### src/rtl/rps_pkg.sv
// Shared choice/mode encodings and sequencer state type for the
// rock-paper-scissors round front-end.
package rps_pkg;

    localparam logic [1:0] ROCK    = 2'b00;
    localparam logic [1:0] SCISSOR = 2'b01;
    localparam logic [1:0] PAPER   = 2'b10;
    localparam logic [1:0] INVALID = 2'b11;

    localparam logic [1:0] MODE_RANDOM    = 2'b00;
    localparam logic [1:0] MODE_MARKOV    = 2'b01;
    localparam logic [1:0] MODE_REINFORCE = 2'b10;

    typedef enum logic [2:0] {
        S_IDLE       = 3'd0,
        S_PRESS      = 3'd1,
        S_WAIT_READY = 3'd2,
        S_COMMIT     = 3'd3,
        S_DRAW_REQ   = 3'd4,
        S_DRAW_WAIT  = 3'd5,
        S_RELEASE    = 3'd6
    } seq_state_e;

endpackage

### src/rtl/key_debouncer.sv
// Start-key synchronizer plus saturating stable-sample counter; the caller
// picks which key level is being qualified and when the count restarts.
module key_debouncer #(
    parameter int DEBOUNCE_CYCLES = 500000
) (
    input  logic CLOCK_50,
    input  logic reset,
    input  logic key_n,
    input  logic clear,
    input  logic level,
    output logic key_s,
    output logic stable_done
);

    localparam int CW = $clog2(DEBOUNCE_CYCLES);
    localparam logic [CW-1:0] CNT_MAX = CW'(DEBOUNCE_CYCLES - 1);

    logic [1:0]    sync_r;
    logic [CW-1:0] cnt_r;

    // Two-flop synchronizer; idles at the released (high) level.
    always_ff @(posedge CLOCK_50 or negedge reset) begin
        if (!reset) begin
            sync_r <= 2'b11;
        end else begin
            sync_r <= {sync_r[0], key_n};
        end
    end

    assign key_s = sync_r[1];

    // Counts consecutive samples at the qualified level, saturating at the target.
    always_ff @(posedge CLOCK_50 or negedge reset) begin
        if (!reset) begin
            cnt_r <= '0;
        end else if (clear || (key_s != level)) begin
            cnt_r <= '0;
        end else if (cnt_r != CNT_MAX) begin
            cnt_r <= cnt_r + CW'(1);
        end else begin
            cnt_r <= cnt_r;
        end
    end

    assign stable_done = (cnt_r == CNT_MAX) && (key_s == level);

endmodule

### src/rtl/rps_round_sequencer.sv
// One-round sequencer: debounced start key, choice snapshot, optional wait on
// the reinforce player, then a commit strobe and a single drawer request.
module rps_round_sequencer
    import rps_pkg::*;
#(
    parameter int DEBOUNCE_CYCLES = 500000
) (
    input  logic       CLOCK_50,
    input  logic       reset,
    input  logic       key_n,
    input  logic [1:0] user_sw,
    input  logic [1:0] mode,
    input  logic [1:0] com_ra,
    input  logic [1:0] com_m,
    input  logic [1:0] com_re,
    input  logic       re_ready,
    input  logic       draw_busy,
    output logic       round_go,
    output logic [1:0] user_q,
    output logic [1:0] com_q,
    output logic       draw_start,
    output logic       reject,
    output logic       busy
);

    seq_state_e state_r, state_s;
    logic [1:0] user_l_r, mode_l_r;
    logic       draw_first_r;
    logic       key_s, stable_done_s;
    logic       clear_s, level_s, accept_s;
    logic [1:0] com_sel_s;

    key_debouncer #(.DEBOUNCE_CYCLES(DEBOUNCE_CYCLES)) u_key_debouncer (
        .CLOCK_50    (CLOCK_50),
        .reset       (reset),
        .key_n       (key_n),
        .clear       (clear_s),
        .level       (level_s),
        .key_s       (key_s),
        .stable_done (stable_done_s)
    );

    // Next-state logic; the counter restarts on every state change.
    always_comb begin
        state_s  = state_r;
        accept_s = 1'b0;
        case (state_r)
            S_IDLE: begin
                if (!key_s) state_s = S_PRESS;
                else        state_s = S_IDLE;
            end
            S_PRESS: begin
                if (key_s) begin
                    state_s = S_IDLE;
                end else if (stable_done_s) begin
                    accept_s = 1'b1;
                    if (user_sw == INVALID)                          state_s = S_RELEASE;
                    else if ((mode == MODE_REINFORCE) && !re_ready)  state_s = S_WAIT_READY;
                    else                                             state_s = S_COMMIT;
                end else begin
                    state_s = S_PRESS;
                end
            end
            S_WAIT_READY: begin
                if (re_ready) state_s = S_COMMIT;
                else          state_s = S_WAIT_READY;
            end
            S_COMMIT:   state_s = S_DRAW_REQ;
            S_DRAW_REQ: state_s = S_DRAW_WAIT;
            S_DRAW_WAIT: begin
                if (!draw_first_r && !draw_busy) state_s = S_RELEASE;
                else                             state_s = S_DRAW_WAIT;
            end
            S_RELEASE: begin
                if (stable_done_s) state_s = S_IDLE;
                else               state_s = S_RELEASE;
            end
            default: state_s = S_IDLE;
        endcase
        clear_s = (state_s != state_r) || !((state_r == S_PRESS) || (state_r == S_RELEASE));
        level_s = (state_r == S_RELEASE);
    end

    // Opponent selection from the mode latched at acceptance; 11 falls back to random.
    always_comb begin
        com_sel_s = com_ra;
        case (mode_l_r)
            MODE_MARKOV:    com_sel_s = com_m;
            MODE_REINFORCE: com_sel_s = com_re;
            default:        com_sel_s = com_ra;
        endcase
    end

    // State, snapshot and registered strobe outputs.
    always_ff @(posedge CLOCK_50 or negedge reset) begin
        if (!reset) begin
            state_r      <= S_IDLE;
            user_l_r     <= ROCK;
            mode_l_r     <= MODE_RANDOM;
            draw_first_r <= 1'b0;
            round_go     <= 1'b0;
            draw_start   <= 1'b0;
            reject       <= 1'b0;
            busy         <= 1'b0;
            user_q       <= 2'b00;
            com_q        <= 2'b00;
        end else begin
            state_r      <= state_s;
            draw_first_r <= (state_s == S_DRAW_WAIT) && (state_r != S_DRAW_WAIT);
            round_go     <= (state_s == S_COMMIT);
            draw_start   <= (state_s == S_DRAW_REQ);
            reject       <= accept_s && (user_sw == INVALID);
            busy         <= (state_s != S_IDLE);
            if (accept_s) begin
                user_l_r <= user_sw;
                mode_l_r <= mode;
            end
            if (state_r == S_COMMIT) begin
                user_q <= user_l_r;
                com_q  <= com_sel_s;
            end
        end
    end

endmodule
### config.mk
export PLATFORM = sky130hd
export DESIGN_NAME = rps_round_sequencer
export DESIGN_NICKNAME = d
export VERILOG_FILES = /design/src/rtl/rps_pkg.sv /design/src/rtl/key_debouncer.sv /design/src/rtl/rps_round_sequencer.sv
export SDC_FILE = /design/constraint.sdc
export NUM_CORES = 1
export LEC_CHECK = 0
export ABC_AREA = 1
export CAP_MARGIN = 20
export CORE_UTILIZATION = 50
export CTS_CLUSTER_DIAMETER = 200
export CTS_CLUSTER_SIZE = 8
export DETAILED_ROUTE_END_ITERATION = 8
export GPL_ROUTABILITY_DRIVEN = 0
export PLACE_DENSITY = 0.8
export SLEW_MARGIN = 5
export SYNTH_ARGS = -nofsm -noshare
export SYNTH_HDL_FRONTEND = slang
export SYNTH_SLANG_ARGS = --single-unit
### constraint.sdc
create_clock -name CLOCK_50 -period 2.51 [get_ports CLOCK_50]
set_input_delay 0.502 -clock CLOCK_50 [delete_from_list [all_inputs] [get_ports CLOCK_50]]
set_output_delay 0.502 -clock CLOCK_50 [all_outputs]
set_load 0.02 [all_outputs]
## Yosys cells after proc, flatten, opt, wreduce, memory -nomap -nowiden

Cells that the tools add are included.

- Logic and storage cells: 62
- Output and inout port bits: 8
- Input bits: 15
- Flip-flop bits (word level): 37

- Equality and inequality tests: 19
- $add $sub $neg: 1
- Mux-type cells: 15
- Reduce and logical (&&, ||, !) cells: 15

Operator list:

| operator | count |
|---|---|
| 19-bit two-way mux | 2 |
| 3-bit one-hot mux with 7 select lines | 1 |
| 19-bit by 1-bit adder with 19-bit output, second input constant | 1 |
| 19-bit equality test, second input constant | 1 |
| 19-bit != test, second input constant | 1 |
| 3-bit equality test, second input constant | 5 |
| 3-bit two-way mux | 4 |
| 3-bit by 2-bit equality test with 1-bit output, second input constant | 3 |
| 2-bit equality test, second input constant | 3 |
| 1-bit two-way mux | 6 |
| 1-bit logical AND | 5 |
| 1-bit logical NOT | 4 |
| 2-bit one-hot mux with 2 select lines | 1 |
| 3-bit by 1-bit equality test with 1-bit output, second input constant | 1 |
| 3-bit logical NOT | 1 |
| 1-bit logical OR | 3 |
| 3-bit != test | 1 |
| 3-bit != test, second input constant | 1 |
| 3-bit nonzero test | 1 |
| 2-bit by 1-bit equality test with 1-bit output, second input constant | 1 |
| 2-bit two-way mux | 1 |
| 2-bit nonzero test | 1 |
| 1-bit equality test | 1 |
| 1-bit != test | 1 |

## Longest topological paths before layout

- Word-level depth: 11
- Gate-level depth with buffers: 11

## Modules after synthesis

Synthesis repeated with hierarchy kept, for this count alone.

- Cells, all modules: 295
- Area total of the unflattened synthesis: 2164.6 um^2

Modules (own cells, without submodules):

| module | instances | sequential area each (um^2) | area each (um^2) | cells each |
|---|---|---|---|---|
| key_debouncer | 1 | 528.0 | 1356.3 | 199 |
| rps_round_sequencer | 1 | 400.4 | 808.3 | 96 |

## Worst setup path before layout

No wires, ideal clock.

- Path kind: flip-flop to flip-flop
- Start point: reg u_key_debouncer.cnt_r[0]
- End point: reg u_key_debouncer.cnt_r[12]
- Period minus slack after synthesis: 1750 ps
- Setup time: 121 ps
- Data arrival time: 1629 ps
- Path slack: 760 ps
- Cell stages (with the launch flop): 10
- Cells stage by stage: dfrtp_1 ha_1 nand3_2 nor3_4 nand4_1 nand3_2 nand2_2 nand3_4 buf_6 nor2_2

- Longest elaborated chain between the ends: 9
- Elaborated cells on any way between the ends: 14
- Classes of those cells: add/sub (1); eq/ne (3); mux (6); reduce/logical (4)

RTL lines:

| what | line | source |
|---|---|---|
| start, declared | key_debouncer.sv:19 | `logic [CW-1:0] cnt_r;` |
| start signal, assigned | key_debouncer.sv:39 | `cnt_r <= cnt_r + CW'(1);` |
| start signal, assigned | key_debouncer.sv:41 | `cnt_r <= cnt_r;` |
| 19-bit equality test * | key_debouncer.sv:45 | `assign stable_done = (cnt_r == CNT_MAX) && (key_s == level);` |
| 1-bit logical AND * | key_debouncer.sv:45 |  |
| 3-bit two-way mux | rps_round_sequencer.sv:55 | `end else if (stable_done_s) begin` |
| 3-bit two-way mux | rps_round_sequencer.sv:53 | `if (key_s) begin` |
| 3-bit one-hot mux with 7 select lines * | rps_round_sequencer.sv:47 | `case (state_r)` |
| named net state_s[1] | rps_round_sequencer.sv:26 | `seq_state_e state_r, state_s;` |
| 3-bit != test * | rps_round_sequencer.sv:80 | `clear_s = (state_s != state_r) \|\| !((state_r == S_PRESS) \|\| (state_r == S_RELEASE));` |
| 1-bit logical OR * | rps_round_sequencer.sv:80 |  |
| 1-bit logical OR * | key_debouncer.sv:36 | `end else if (clear \|\| (key_s != level)) begin` |
| 19-bit two-way mux or 2-bit nonzero test (tied branches) | - |  |

The timed path passes the listed nets; every way through them passes the cells marked *. The select of a mux whose other input is x is not followed.
A chain may end at the register's enable or synchronous reset.

## Worst setup path in the final report

- Start point: reg u_key_debouncer.cnt_r[0]
- End point: reg u_key_debouncer.cnt_r[6]

The elaborated chain is that of the path after synthesis.

==> flow_summary.yaml <==
die:
  die_x_um: 62.9
  initial_utilization: 0.538
  row_count: 21
  core_area_um2: 3440
  dieHeight_um: 62.9
  io_pins: 23
  dieArea_um2: 3950
sta:
  fin_crit_ns: 2.00
  hold_viol: 0
  tns_ns: 0
  worst_slew_pin_slew_ns: 0.790
  fin_worst_skew_ns: 0.00405
  drv_slew: 0
  post-route-period-util: 0.795
  slew-limit-headroom: 0.473
  rsz0062_at_grt: "no"
  timing.fmax_mhz: 501
  worst_slack_ns: 0.514
  setup_violations: 0
global_routing:
  grt_pass1_wl_um: 6020
  grt.overflow.total: 0
  antenna_found_initial: 0
  grt_pass1_vias: 1409
  grtUsageTotal: 0.200
  grt_max_degree: 38
clock_tree:
  cts_resized: 0
  holdBufCountCts: 0
  path_clk_slew_ns: 0.07
  cts_htree_levels: 2
  cts_sinks: 37
  cts_buffer_depth: 2
  post_cts_buffers: 0
  clock-root-buffer: "clkbuf_8"
  tritoncts: "yes"
  clk_latency_ns: 0.29
  numCtsBuffers: 5
yosys:
  synth_top_cell_by_area: "dfrtp_1"
  syn_inst: 218
  async_flop_share: 1.00
  syn_area_per_cell_um2: 8.49
  netlist.area_leader.share: 0.473
  synth-edff-count: 0
  ys_ff_latch: 37
  yosysWarningCount: 0
  ys_seq_area_frac: 0.501
  synth.distinct_cells: 24
  synthTopCellsByArea: "dfrtp_1 47%, nand2_1 10%, inv_1 5.9%, nor2_1 5.3%, xor2_1 4.3%"
  syn-cell-area_um2: 1850
  syn-num-nets: 236
  ys.flop_type: "dfrtp_1"
detailed_routing:
  routed_via_density: 4.83
  drtIter0Drc: 52
  drc: 0
  routed-via-count: 1425
  dr.pass1.iters: 4
  avgRoutedWirePerCell_um: 11.1
  postRouteAntennaNets: 0
  drt_wl_total_um: 3280
placement:
  place_ws_ns: 0.452
  port_buffers: 22
  placed_cells: 287
  dp_hpwl_um: 2500
  dpl-instance-area_um2: 2130
worst_setup_path:
  cp_max_fo: 19
  worst_ep_required_time_ns: 2.73
  critPathCaptureType: "flop"
  start_kind: "flop"
  critPathArrivalTime_ns: 2.21
  crit_type: "reg2reg"
layout:
  final_cell_area_um2: 2210
  fillers: 293
  diodes: 0
  instances_no_fill: 295
  nNetsFinal: 266
  area_growth_syn_to_layout_pct: 19.4
  drive_gt1_frac: 0.116
worst_hold_path:
  hold_path_class: "in2async"
power_and_ir_drop:
  p_clk_frac: 0.246
  cellPowerDensity_nw_per_um2: 718
  internal_power_w: 0.00106
  power_switching_w: 0.000526
  total_power_w: 0.00159
  p_leak_nw: 0.976
  p_seq_frac: 0.471
  vdd_ir_drop_max_uv: 657
  switching_share: 0.332
  comb_power_share: 0.282
run:
  cap_viol_max_count: 0
run_status:
  run_status: "finished, final reports clean"
[critical path, cell delays in order, from the launching register on]
cell and delay [ns]:
dfrtp_1 0.43, ha_1 0.24, nand3_2 0.14, nor3_4 0.25
nand3_2 0.12, nand2_2 0.11, nand3_2 0.11, nand2_2 0.10
nand3_4 0.23, nor2_1 0.18
[cell usage in the layout, fill, tap and decap left out, drive strengths merged]
cell type       n
clkdlybuf4s50  21
nand4           4
dfstp           2
dfrtp          35
o31ai           1
clkbuf          6
buf             3
ha              3
nand3          15
nor2           36
clkinv          2
o21bai          1
xnor2           3
xor2            9
nand2          52
a21oi           4
nor4            1
o22a            2
o22ai           2
o21ai           9
inv            29
nor3            9
[power by group through the flow]
stage	logic, W	clock network (W)	registers (W)
2_1_floorplan	0.000225	0	0.000806
4_1_cts	0.000454	0.000410	0.000747
3_5_place_dp	0.000454	0	0.000757
5_1_grt	0.000492	0.000432	0.000760
6_report	0.000448	0.000391	0.000748
3_3_place_gp	0.000444	0	0.000751
[routing by layer]
metal	wire, um	track usage
met5	0	0
met4	96	0.116
met1	1610	0.259
met3	85	0.0438
met2	1490	0.307
[sequential cells by signal, indices dropped and copies added, names as in the netlist]
| register | count |
|---|---|
| u_key_debouncer.cnt_r | 19 |
| state_r | 3 |
| com_q | 2 |
| mode_l_r | 2 |
| u_key_debouncer.sync_r | 2 |
| user_l_r | 2 |
| user_q | 2 |
| busy | 1 |
| draw_first_r | 1 |
| draw_start | 1 |
| reject | 1 |
| round_go | 1 |
[kinds of logic after synthesis]
kind of cell               share of synthesized area
AOI/OAI and AO/OA                             0.0595
xor gates and xnor gates                      0.0568
adders and majority gates                     0.0203
buffers and inverters                         0.0649
DFF                                            0.501
and+or+nand+nor                                0.297
[synthesized netlist by cell type (all sizes together) (3+ instances only)]
cell and number:
dfrtp 35, xnor2 3, xor2 9, nor3 9, a21oi 4, inv 29
ha 3, nand3 15, nand2 52, o21ai 9, nor2 36, nand4 4
[path summary, 6_finish.rpt]
kind | slack [ns] | cells past startpoint | from | end
max | 0.51 | 9 | u_key_debouncer.cnt_r[0] | u_key_debouncer.cnt_r[6]
min reg2reg | 0.36 | 0 | u_key_debouncer.sync_r[0] | u_key_debouncer.sync_r[1]
min in group CLOCK_50 | 0.36 | 0 | u_key_debouncer.sync_r[0] | u_key_debouncer.sync_r[1]
max in group asynchronous | 1.72 | 1 | reset | u_key_debouncer.cnt_r[12]
min | 0.29 | 1 | reset | user_q[0]
max reg2reg | 0.51 | 9 | u_key_debouncer.cnt_r[0] | u_key_debouncer.cnt_r[6]
[stage by stage]
stage	utilization	hold slack (ns)
4_1_cts	0.642	0.320
5_1_grt	0.642	0.360
3_3_place_gp	0.618	0.347
3_5_place_dp	0.618	0.349
6_report	0.642	0.293
2_1_floorplan	-	0.206
[final cells by class]
type	instances	area (um^2)	area share
multi-input combinational	151	803	0.363
timing repair buffer	24	230	0.104
sequential	37	928	0.420
tap	46	57.6	0.0260
clock inverter	2	10.0	0.00453
inverter	29	109	0.0492
clock buffer	6	72.6	0.0328
Note: power is estimated with default switching activity, not from simulation.
